==> src/rtl/parking_lot_ctrl.sv <==
// Parking lot controller: tracks spot occupancy, per-spot dwell timers,
// entry/exit handshakes and a timed entry door driven by a 1 s tick.
module parking_lot_ctrl #(
    parameter int NUM_SPOTS  = 4,
    parameter int TICK_DIV   = 50_000_000,
    parameter int DOOR_TICKS = 3,
    localparam int SW = $clog2(NUM_SPOTS),
    localparam int CW = $clog2(NUM_SPOTS + 1)
) (
    input  logic                 i_clk,
    input  logic                 i_reset,
    input  logic                 i_entry_req,
    input  logic                 i_exit_req,
    input  logic [SW-1:0]        i_exit_slot,
    output logic [NUM_SPOTS-1:0] o_spots,
    output logic [CW-1:0]        o_capacity,
    output logic [SW-1:0]        o_location,
    output logic                 o_is_full,
    output logic                 o_is_open,
    output logic                 o_entry_ack,
    output logic                 o_entry_nack,
    output logic                 o_exit_ack,
    output logic                 o_exit_err,
    output logic [5:0]           o_minutes,
    output logic [5:0]           o_seconds
);

    localparam int TW = $clog2(TICK_DIV);
    localparam int DW = $clog2(DOOR_TICKS + 1);

    typedef enum logic {
        CLOSED = 1'b0,
        OPEN   = 1'b1
    } door_state_t;

    logic [TW-1:0]        r_tick_cnt;
    logic [NUM_SPOTS-1:0] r_spots;
    logic [5:0]           r_min [NUM_SPOTS];
    logic [5:0]           r_sec [NUM_SPOTS];
    logic [5:0]           r_minutes;
    logic [5:0]           r_seconds;
    logic                 r_entry_ack;
    logic                 r_entry_nack;
    logic                 r_exit_ack;
    logic                 r_exit_err;
    door_state_t          r_door;
    logic [DW-1:0]        r_door_cnt;

    logic                 w_tick;
    logic [CW-1:0]        w_free_cnt;
    logic [SW-1:0]        w_location;
    logic                 w_full;
    logic                 w_entry_ok;
    logic                 w_exit_ok;
    logic [5:0]           w_exit_min;
    logic [5:0]           w_exit_sec;

    assign w_tick     = (r_tick_cnt == TW'(TICK_DIV - 1));
    assign w_full     = (w_free_cnt == '0);
    assign w_entry_ok = i_entry_req && !w_full;

    // Free-spot count, lowest free index, and the exiting spot's validity/timer.
    always_comb begin
        w_free_cnt = '0;
        w_location = '0;
        w_exit_ok  = 1'b0;
        w_exit_min = '0;
        w_exit_sec = '0;
        for (int i = NUM_SPOTS - 1; i >= 0; i--) begin
            if (!r_spots[i]) begin
                w_location = SW'(i);
                w_free_cnt = w_free_cnt + CW'(1);
            end
            if (i_exit_req && r_spots[i] && (i_exit_slot == SW'(i))) begin
                w_exit_ok  = 1'b1;
                w_exit_min = r_min[i];
                w_exit_sec = r_sec[i];
            end
        end
    end

    // Free-running 1 s tick divider.
    always_ff @(posedge i_clk) begin
        if (i_reset) begin
            r_tick_cnt <= '0;
        end else if (w_tick) begin
            r_tick_cnt <= '0;
        end else begin
            r_tick_cnt <= r_tick_cnt + TW'(1);
        end
    end

    // Occupancy, dwell timers, result pulses and latched dwell time.
    always_ff @(posedge i_clk) begin
        if (i_reset) begin
            r_spots      <= '0;
            r_minutes    <= '0;
            r_seconds    <= '0;
            r_entry_ack  <= 1'b0;
            r_entry_nack <= 1'b0;
            r_exit_ack   <= 1'b0;
            r_exit_err   <= 1'b0;
            for (int i = 0; i < NUM_SPOTS; i++) begin
                r_min[i] <= '0;
                r_sec[i] <= '0;
            end
        end else begin
            r_entry_ack  <= w_entry_ok;
            r_entry_nack <= i_entry_req && w_full;
            r_exit_ack   <= w_exit_ok;
            r_exit_err   <= i_exit_req && !w_exit_ok;
            for (int i = 0; i < NUM_SPOTS; i++) begin
                if (w_tick && r_spots[i]) begin
                    if (r_sec[i] != 6'd59) begin
                        r_sec[i] <= r_sec[i] + 6'd1;
                    end else if (r_min[i] != 6'd59) begin
                        r_sec[i] <= '0;
                        r_min[i] <= r_min[i] + 6'd1;
                    end
                end
            end
            // The entry spot is free, so it never collides with the exit spot;
            // placed after the tick update so a same-cycle clear wins.
            if (w_entry_ok) begin
                r_spots[w_location] <= 1'b1;
                r_min[w_location]   <= '0;
                r_sec[w_location]   <= '0;
            end
            if (w_exit_ok) begin
                r_spots[i_exit_slot] <= 1'b0;
                r_minutes            <= w_exit_min;
                r_seconds            <= w_exit_sec;
            end
        end
    end

    // Door FSM: opens on accepted entry, closes after DOOR_TICKS ticks idle.
    always_ff @(posedge i_clk) begin
        if (i_reset) begin
            r_door     <= CLOSED;
            r_door_cnt <= '0;
        end else if (w_entry_ok) begin
            r_door     <= OPEN;
            r_door_cnt <= DW'(DOOR_TICKS);
        end else if (r_door == OPEN && w_tick) begin
            r_door_cnt <= r_door_cnt - DW'(1);
            if (r_door_cnt == DW'(1)) begin
                r_door <= CLOSED;
            end
        end
    end

    assign o_spots      = r_spots;
    assign o_capacity   = w_free_cnt;
    assign o_location   = w_location;
    assign o_is_full    = w_full;
    assign o_is_open    = (r_door == OPEN);
    assign o_entry_ack  = r_entry_ack;
    assign o_entry_nack = r_entry_nack;
    assign o_exit_ack   = r_exit_ack;
    assign o_exit_err   = r_exit_err;
    assign o_minutes    = r_minutes;
    assign o_seconds    = r_seconds;

endmodule

==> config.mk <==
export PLATFORM = sky130hd
export DESIGN_NAME = parking_lot_ctrl
export DESIGN_NICKNAME = d
export VERILOG_FILES = /design/src/rtl/parking_lot_ctrl.sv
export SDC_FILE = /design/constraint.sdc
export NUM_CORES = 1
export LEC_CHECK = 0
export CAP_MARGIN = 20
export CELL_PAD_IN_SITES_DETAIL_PLACEMENT = 1
export CELL_PAD_IN_SITES_GLOBAL_PLACEMENT = 1
export CORE_UTILIZATION = 42
export CTS_BUF_LIST = sky130_fd_sc_hd__clkbuf_8
export CTS_CLUSTER_SIZE = 30
export DETAILED_ROUTE_END_ITERATION = 10
export PLACE_DENSITY_LB_ADDON = 0.1
export SETUP_SLACK_MARGIN = 0.02
export SLEW_MARGIN = 5
export SYNTH_ARGS = -nofsm -noshare
export SYNTH_HDL_FRONTEND = slang
export SYNTH_SLANG_ARGS = --single-unit
==> constraint.sdc <==
create_clock -name i_clk -period 3 [get_ports i_clk]
set_clock_uncertainty 0.2 [all_clocks]
set_input_delay 0.45 -clock i_clk [delete_from_list [all_inputs] [get_ports i_clk]]
set_output_delay 0.45 -clock i_clk [all_outputs]
set_load 0.02 [all_outputs]
Word-level counts from Yosys, hierarchy flattened
Memory sizes are Yosys's and may differ from the RTL's.
Index checks and enable logic that the tools add are counted.

word-level totals
  RAM bits = 48
  register bits after elaboration = 49
  output and inout port bits = 27
  word-level logic and storage cells = 168
  memories kept = 2
  input port bits = 6

memories
  name   depth  bits a word  read ports  clocked after Yosys merged registers in  write ports  RTL line  source
  r_min  4      6            4           0                                        5            38        logic [5:0] r_min [NUM_SPOTS];
  r_sec  4      6            4           0                                        5            39        logic [5:0] r_sec [NUM_SPOTS];

cells by class
  muxes and demuxes = 85
  bitwise gates (word level) = 15
  eq/ne operators = 13
  add/sub/neg operators = 13
  reduce and logical (&&, ||, !) cells = 26
  magnitude comparators = 4

operators with widths
  cell                                                                    count
  6-bit two-way mux                                                       20
  1-bit two-way mux                                                       51
  6-bit by 1-bit adder with 6-bit output (second input constant)          8
  6-bit != test (second input constant)                                   8
  26-bit by 1-bit adder with 26-bit output (second input constant)        1
  26-bit equality test (second input constant)                            1
  1-bit logical AND                                                       18
  2-bit two-way mux                                                       6
  4-bit two-way mux                                                       3
  1-bit bitwise OR                                                        12
  3-bit by 1-bit adder with 3-bit output (second input constant)          3
  3-bit two-way mux                                                       3
  2-bit by 3-bit < comparator with 1-bit output (second input constant)   2
  4-bit AND                                                               1
  1-bit demux with 2-bit select                                           2
  2-bit by 1-bit equality test with 1-bit output (second input constant)  2
  2-bit equality test (second input constant)                             2
  2-bit by 1-bit >= comparator with 1-bit output (second input constant)  2
  4-bit NOT                                                               1
  4-bit bitwise OR                                                        1
  2-bit nonzero test                                                      2
  3-bit zero test                                                         1
  1-bit zero test                                                         2
  2-bit zero test                                                         1
  other kinds (3)                                                         3

Longest topological paths before layout
Gate-level depths: netlist (run 1).

  depth after elaboration = 14
  depth in mapped cells = 12
  gate-level depth less buffers = 10

Worst setup path after synthesis (run 1)
OpenSTA, ideal clock, no wires.

  path type = reg-to-reg
  start = register r_spots[2] (netlist: o_spots[2])
  end = memory r_sec[3][1]
  cell stages (with the launch flop) = 12
  clock period less this slack = 3149 ps
  slack = -149 ps
  buffers on the path = 2
  setup time = 78 ps
  data arrival time = 2871 ps
  cell sequence = dfxtp_1 inv_1 ha_1 xnor2_1 ha_1 or3b_2 o211ai_1 a31o_1 buf_2 o21ai_1 clkbuf_1 nor3_1

RTL lines
  element                            RTL line  source
  from (decl)                        37        logic [NUM_SPOTS-1:0] r_spots;
  from (signal assigned)             96        r_spots <= '0;
  from (signal, indexed assignment)  125       r_spots[w_location] <= 1'b1;
  from (signal, indexed assignment)  130       r_spots[i_exit_slot] <= 1'b0;
  to (decl)                          39

Final worst setup path (run 1)
  start = register r_spots[3] (netlist: o_spots[3])
  end = output port o_is_full

between the ends
  cells in the longest elaborated chain, start to end = 8

RTL lines
  element                                 RTL line  source
  1-bit two-way mux *                     70        if (!r_spots[i]) begin
  3-bit by 1-bit adder with 3-bit output  72        w_free_cnt = w_free_cnt + CW'(1);
  3-bit two-way mux *                     70
  3-bit by 1-bit adder with 3-bit output  72
  3-bit two-way mux *                     70
  3-bit by 1-bit adder with 3-bit output  72
  3-bit two-way mux *                     70
  3-bit zero test *                       59        assign w_full = (w_free_cnt == '0);
  to (decl)                               18        output logic o_is_full,

Mark *: on every way between the ends. The rest lies on a longest branch, timed or not.

==> reports/qor.log, run 1 <==
[global_routing] pin count of the biggest net entering global routing 25
[critical_path] internal reg-to-reg setup slack 0.18 ns
[sta] final worst-path cycle share 0.957
[cts] number of buffers inserted by hold repair at cts 0
[final_layout] share of cells above drive strength 1 0.146
[critical_path] critical path class flip-flop to output pin
[yosys] mean instance size in the synthesized netlist 8.57 um2
[sta] setup violators final 0
[routing] iteration count of the initial detailed-routing pass 5
[critical_path] kind of launch point of the worst setup path flip-flop
[critical_path] worst path arrival time 2.22 ns
[job] Max Cap Violations 0
[critical_path] Worst Path Required 2.35 ns
[sta] Final Slew Violations 0
[die] chip width 114 um
[critical_path] crit path buf inv count 3
[yosys] number of enable flip-flop cells after synthesis 0
[final_layout] commonest non-fill, non-tap cell in the layout dfxtp_1
[power_and_ir_drop] power per cell area 385 mW/mm2
[critical_path] Critical Path, Cell by Cell inv_4, ha_4, nand2b_4, and2_4, ha_4, or3b_4, o211ai_1, nand3_2, inv_2, buf_6
[min_path] hold endpoint r_tick_cnt[0]$_SDFF_PP0_
[die] core footprint 0.0121 mm2
[global_routing] global-route wire length before repair 26300 um
[final_layout] antenna diode count 0
[die] DIE HEIGHT 114 um
[routing] number of DRC violations after detailed routing 0
[critical_path] Worst R2R Start o_spots[3]$_SDFF_PP0_
[yosys] flip-flop and latch count after synthesis 97
[final_layout] filler cell count in the final layout 1428
[critical_path] Worst path slowest cell dfxtp_4
[sta] unrepaired setup endpoints after global routing false
[final_layout] number of cells in the finished layout apart from fillers 840
[sta] transition time at the pin with the least slew margin 0.604 ns
[die] total I/O pin count 33
[critical_path] kind of cell adding the most delay to the critical path simple AND/OR/NAND/NOR gates
[critical_path] kind of end point of the critical path output pin
[cts] clock tree from TritonCTS yes
[critical_path] Crit path largest cell delay 0.39 ns
[place] count of buffers from port buffering 32
[die] Initial Utilization 0.434
[min_path] worst hold path startpoint r_tick_cnt[0]$_SDFF_PP0_
[min_path] number of cells on the worst hold path 1
[min_path] class of the worst hold path flip-flop to flip-flop
[sta] peak clock frequency supported by timing 348 MHz
[routing] post-detailed-route via-to-cell ratio 5.81
[yosys] most common flop cell mapped by yosys dfxtp_1
[cts] clock tree root buffer cell clkbuf_8
[cts] number of buffers on the longest clock path 2
[power_and_ir_drop] Max VDD drop 0.351 mV
[global_routing] global routing usage summed across all routing layers 0.263
[die] area of the die 0.0129 mm2
[final_layout] Area Growth Syn to Fin 19.3%
[routing] vias post-DR 4883
[yosys] share of the yosys chip area belonging to registers 0.371
[cts] insertion delay to the later sink of the worst-skew pair 0.38 ns
[yosys] net count after synthesis 632
[die] number of placement rows 40
[routing] number of DRC markers after the initial detailed-route iteration 204
[critical_path] Critical R2R Capture r_min[2][0]$_SDFFE_PP0P_
[routing] Total Routed Length 16000 um
[global_routing] remaining global-route overflow 0
[cts] clk sinks 97
[routing] routed length per placed instance 19.0 um
[outcome] status finished clean
[critical_path] count of cells along the worst register-to-register path 13
[sta] headroom to the max-slew limit 0.594
[place] Final Wtd Congestion 0.820
[sta] minimum hold slack 0.266 ns
[global_routing] number of antenna violations at the first check in global routing 0
[place] number of cells after detailed placement 814
[yosys] Cell Area, Synth 0.00524 mm2
[final_layout] commonest cells after routing, fill and taps aside dfxtp_1 (94), a21oi_1 (48), nor2_1 (45)
[cts] H-tree Lvls 3
[final_layout] net count reported at finish 688
[yosys] warning count from the yosys run 0
[critical_path] Crit path top cell by count ha_4
[critical_path] critical-path maximum fanout 3
[yosys] Distinct cells, synth 69
[sta] post-layout min period 2.87 ns
[cts] Clk pin slew, worst setup/hold paths 0.10 ns
[yosys] number of instances in the synthesized netlist 611
[power_and_ir_drop] leakage power figure 2.16 nW
[cts] CTS buffer count 9
[final_layout] sequential standard cell area 0.00195 mm2
[sta] final-report hold violation count 0
[yosys] Async S/R FF share, synth 0
[global_routing] via count of the first global-routing pass 5072
[routing] antenna violation net count after detailed routing 0
[final_layout] area occupied by multi-input gates 0.00316 mm2
[place] Final HPWL DP 12000 um
cell usage after synthesis (all sizes together) (4+ instances only):
master,n,area share
nand3,34,0.033
or3,16,0.019
xnor2,31,0.052
or2,4,0.0053
mux2i,15,0.029
nand4,18,0.029
nor2b,6,0.0072
a32o,12,0.023
o21ai,34,0.033
nand2,38,0.027
nand2b,15,0.018
xor2,7,0.012
ha,15,0.036
and3,11,0.013
nor3,22,0.022
and2,4,0.0048
a31oi,6,0.0072
a21oi,48,0.046
nor4,17,0.026
nor3b,4,0.0057
o31ai,8,0.014
nor2,46,0.034
or4,10,0.014
clkbuf,18,0.015
dfxtp,97,0.37
and4,6,0.010
inv,21,0.015
buf,11,0.016
repair_timing:
item | in CTS | in global routing
resized for setup | 18 | 18
pin swaps | 4 | 7
buffers inserted | 8 | 2
endpoints found under the setup margin | 25 | 38
per-stage QoR:
| step | utilization | TNS, ns | setup slack [ns] | instance area (um2) | total power [W] |
|---|---|---|---|---|---|
| final | 0.518 | 0 | 0.128 | 6240 | 0.00240 |
| after global routing | 0.518 | 0 | 0.0160 | 6240 | 0.00251 |
| after CTS | 0.511 | 0 | 0.0261 | 6160 | 0.00242 |
| after detailed placement | 0.486 | -0.313 | -0.180 | 5860 | 0.00156 |
| after global placement | 0.486 | -0.0661 | -0.0661 | 5860 | 0.00156 |
| after floorplan | - | 0 | 0.0341 | 5240 | 0.00146 |
area by class of cell:
type                       count  share of cell area
multi-input combinational    464               0.506
sequential                    97               0.312
timing repair buffer          74               0.103
tap                          168              0.0337
clock buffer                  13              0.0287
inverter                      21              0.0134
clock inverter                 3             0.00220
kinds of logic after synthesis:
logic type	Yosys count	share of synthesized area
AO/OA/AOI/OAI	131	0.161
multiplexers	15	0.0287
buffers and inverters	50	0.0454
adder cells (fa/ha/maj)	15	0.0359
AND/OR/NAND/NOR	265	0.295
flip-flops	97	0.371
XOR/XNOR	38	0.0636
power by group:
| part | internal (W) | switching (W) | leakage (nW) |
|---|---|---|---|
| Clock | 0.000387 | 0.000456 | 0.107 |
| Combinational | 0.000106 | 0.000140 | 1.27 |
| Sequential | 0.00130 | 0.0000168 | 0.786 |
| Total | 0.00179 | 0.000612 | 2.16 |
routing by layer:
layer,track usage,vias up,routed length (um)
met5,0,-,0
met4,0.0956,0,417
met3,0.0595,29,777
met2,0.459,95,8000
met1,0.315,2407,6790
li1,-,2352,-
worst max-delay path by stage:
stage,cells past startpoint,slack (ns),endpoint,from
global placement,10,-0.07,o_is_full,o_spots[2]$_SDFF_PP0_
CTS,10,0.03,o_capacity[1],o_spots[2]$_SDFF_PP0_
detailed placement,10,-0.18,o_is_full,o_spots[2]$_SDFF_PP0_
floorplan,11,0.03,r_sec[3][1]$_SDFFE_PP0P_,o_spots[3]$_SDFF_PP0_
global route,9,0.02,o_capacity[2],o_spots[3]$_SDFF_PP0_
finish,10,0.13,o_is_full,o_spots[3]$_SDFF_PP0_
state kept, by name, indices dropped and copies added (netlist names):
| name | flops |
|---|---|
| o_exit_ack | 1 |
| o_spots | 4 |
| o_entry_ack | 1 |
| r_min | 24 |
| r_sec | 24 |
| o_is_open | 1 |
| o_exit_err | 1 |
| r_door_cnt | 2 |
| o_entry_nack | 1 |
| o_minutes | 6 |
| o_seconds | 6 |
| r_tick_cnt | 26 |
Power figures use the tool's default switching activity.
==> run 2: changes to the inputs <==
--- a/config.mk
+++ b/config.mk
@@ -10,7 +10,6 @@
 export CELL_PAD_IN_SITES_GLOBAL_PLACEMENT = 1
 export CORE_UTILIZATION = 42
 export CTS_BUF_LIST = sky130_fd_sc_hd__clkbuf_8
-export CTS_CLUSTER_SIZE = 30
 export DETAILED_ROUTE_END_ITERATION = 10
 export PLACE_DENSITY_LB_ADDON = 0.1
 export SETUP_SLACK_MARGIN = 0.02
==> results of run 2 <==
Final layout, timing and power as in run 1 (identical DEF).
==> run 3: changes to the inputs <==
--- a/config.mk
+++ b/config.mk
@@ -8,6 +8,7 @@
 export CAP_MARGIN = 20
 export CELL_PAD_IN_SITES_DETAIL_PLACEMENT = 1
 export CELL_PAD_IN_SITES_GLOBAL_PLACEMENT = 1
+export CORE_MARGIN = 5
 export CORE_UTILIZATION = 42
 export CTS_BUF_LIST = sky130_fd_sc_hd__clkbuf_8
 export DETAILED_ROUTE_END_ITERATION = 10
==> run 3 against run 2 <==
Compared with the run above: design area decreased by 0.72%; register-to-register slack worse by 0.04 ns; sequential power about the same; critical path type unchanged; sequential share of layout area grew 0.17 points; count of clock-buffer cells in the layout fell by 3; flip-flop and latch count unchanged; non-clock buffer count unchanged; die area up 15%; first-iteration DRC count up 35%; cell count did not move.
==> reports/qor.log, run 3 (synthesis results as in run 1) <==
[outcome] status finished clean
[final_layout] share of cells above drive strength 1 0.137
[critical_path] kind of end point of the critical path output pin
[critical_path] internal reg-to-reg setup slack 0.14 ns
[critical_path] Critical Path, Cell by Cell buf_12, ha_4, nand2b_1, and2_4, ha_4, or3b_4, o211ai_1, nand3_1, inv_2, buf_6
[global_routing] number of antenna violations at the first check in global routing 0
[power_and_ir_drop] switching power 0.000623 W
[routing] antenna violation net count after detailed routing 0
[critical_path] Worst path slowest cell dfxtp_4
[final_layout] commonest cells after routing, fill and taps aside dfxtp_1 (95), a21oi_1 (48), nor2_1 (45)
[sta] final worst-path cycle share 0.964
[cts] Clk pin slew, worst setup/hold paths 0.09 ns
[final_layout] antenna diode count 0
[die] core footprint 0.0121 mm2
[power_and_ir_drop] Max VDD drop 0.240 mV
[cts] clock tree root buffer cell clkbuf_8
[critical_path] Crit path top cell by count ha_4
[final_layout] number of cells in the finished layout apart from fillers 840
[sta] peak clock frequency supported by timing 346 MHz
[die] area of the die 0.0148 mm2
[critical_path] worst path arrival time 2.24 ns
[global_routing] global routing usage summed across all routing layers 0.226
[global_routing] remaining global-route overflow 0
[die] chip width 122 um
[power_and_ir_drop] Comb power frac 0.096
[die] DIE HEIGHT 122 um
[final_layout] Area Growth Syn to Fin 18.4%
[critical_path] Crit path largest cell delay 0.38 ns
[final_layout] net count reported at finish 688
[power_and_ir_drop] power per cell area 389 mW/mm2
[min_path] class of the worst hold path flip-flop to flip-flop
[cts] clock tree from TritonCTS yes
[die] total I/O pin count 33
[die] Initial Utilization 0.432
[routing] number of DRC violations after detailed routing 0
[routing] post-detailed-route via-to-cell ratio 5.78
[place] number of cells after detailed placement 819
[global_routing] global-route wire length before repair 26400 um
[cts] clk sinks 97
[sta] setup violators final 0
[cts] H-tree Lvls 3
[die] number of placement rows 40
[sta] final-report hold violation count 0
[global_routing] pin count of the biggest net entering global routing 25
[routing] iteration count of the initial detailed-routing pass 5
[critical_path] kind of launch point of the worst setup path flip-flop
[critical_path] critical path class flip-flop to output pin
[power_and_ir_drop] sequential share of power 0.544
[sta] post-layout min period 2.89 ns
[sta] transition time at the pin with the least slew margin 0.643 ns
[final_layout] sequential standard cell area 0.00195 mm2
[power_and_ir_drop] switching part of the total 0.258
[global_routing] via count of the first global-routing pass 4985
[place] Final Wtd Congestion 0.808
[final_layout] largest registers ranked by flip-flop count r_tick_cnt (26), r_min (24), r_sec (24)
[routing] number of DRC markers after the initial detailed-route iteration 275
[power_and_ir_drop] Clock Power Share 0.360
[critical_path] crit path buf inv count 3
[sta] headroom to the max-slew limit 0.572
[final_layout] commonest non-fill, non-tap cell in the layout dfxtp_1
[final_layout] flip-flop count of the largest register, all copies and words added 26
[final_layout] filler cell count in the final layout 1473
[sta] Final Slew Violations 0
[routing] vias post-DR 4859
[final_layout] core occupancy in the finished layout 0.512
[sta] unrepaired setup endpoints after global routing true
[final_layout] area occupied by multi-input gates 0.00312 mm2
[cts] insertion delay to the later sink of the worst-skew pair 0.39 ns
[cts] number of buffers on the longest clock path 2
[place] count of buffers from port buffering 32
[critical_path] critical-path maximum fanout 2
[cts] CTS buffer count 9
[critical_path] kind of cell adding the most delay to the critical path simple AND/OR/NAND/NOR gates
[routing] Total Routed Length 16300 um
[power_and_ir_drop] Internal Power 0.00179 W
[routing] routed length per placed instance 19.4 um
[job] Max Cap Violations 0
[final_layout] Biggest register r_tick_cnt
[critical_path] Worst Path Required 2.35 ns
[place] Final HPWL DP 12100 um
[power_and_ir_drop] total power after layout 0.00241 W
[power_and_ir_drop] leakage power figure 2.14 nW
[run 3: routing by layer]
layer / share of wire / global-route usage / wire (um) / up-vias
met4: 0.015 / 0.0616 / 248 / 0
met1: 0.47 / 0.298 / 7630 / 2397
met2: 0.48 / 0.372 / 7760 / 84
met3: 0.042 / 0.0525 / 685 / 27
li1: - / - / - / 2351
met5: 0 / 0 / 0 / -
[run 3: final cells by class]
cell class | count | area share
clock buffers | 10 | 0.0222
clock inverters | 6 | 0.00848
inverters | 21 | 0.0131
multi-input cells | 464 | 0.504
flip-flops and latches | 97 | 0.314
well taps | 168 | 0.0339
repair buffers | 74 | 0.104
[run 3: stage by stage]
stage | setup WS (ns) | cell area (um2) | hold slack (ns) | TNS (ns)
floorplan | 0.0341 | 5240 | 0.226 | 0
global placement | -0.109 | 5890 | 0.240 | -0.109
detailed placement | -0.196 | 5890 | 0.260 | -0.197
CTS | 0.0339 | 6170 | 0.284 | 0
global route | -0.00485 | 6200 | 0.301 | -0.00485
finish | 0.108 | 6200 | 0.278 | 0
[run 3: final timing paths]
path                         endpoint                startpoint  depth (start not counted)
max                         o_is_full     o_spots[2]$_SDFF_PP0_                         10
min reg2reg  r_tick_cnt[0]$_SDFF_PP0_  r_tick_cnt[0]$_SDFF_PP0_                          1
max reg2reg  r_min[2][2]$_SDFFE_PP0P_     o_spots[2]$_SDFF_PP0_                         12
min          r_tick_cnt[0]$_SDFF_PP0_  r_tick_cnt[0]$_SDFF_PP0_                          1
[run 3: worst reg2reg max path, delay by kind of cell (launching register included)]
kind                       cells  cell delay [ns]
buffers and inverters          3             0.47
and+or+nand+nor                3             0.63
DFF                            1             0.38
adders and majority gates      2             0.28
AOI/OAI and AO/OA              4             0.84
[run 3: repair_timing]
item	4_1_cts	5_1_grt
hold buffers	0	0
endpoints found under the setup margin	10	5
pin swaps	2	1
setup buffers	3	2
resized for setup	22	5
endpoints found under the hold margin	0	0
gates cloned	0	0
[run 3: power groups by stage]
| stage | clock (W) | sequential (W) | combinational (W) |
|---|---|---|---|
| floorplan | 0 | 0.00135 | 0.000113 |
| global placement | 0 | 0.00134 | 0.000216 |
| detailed placement | 0 | 0.00134 | 0.000219 |
| CTS | 0.000896 | 0.00131 | 0.000228 |
| global route | 0.000944 | 0.00132 | 0.000248 |
| finish | 0.000869 | 0.00131 | 0.000233 |
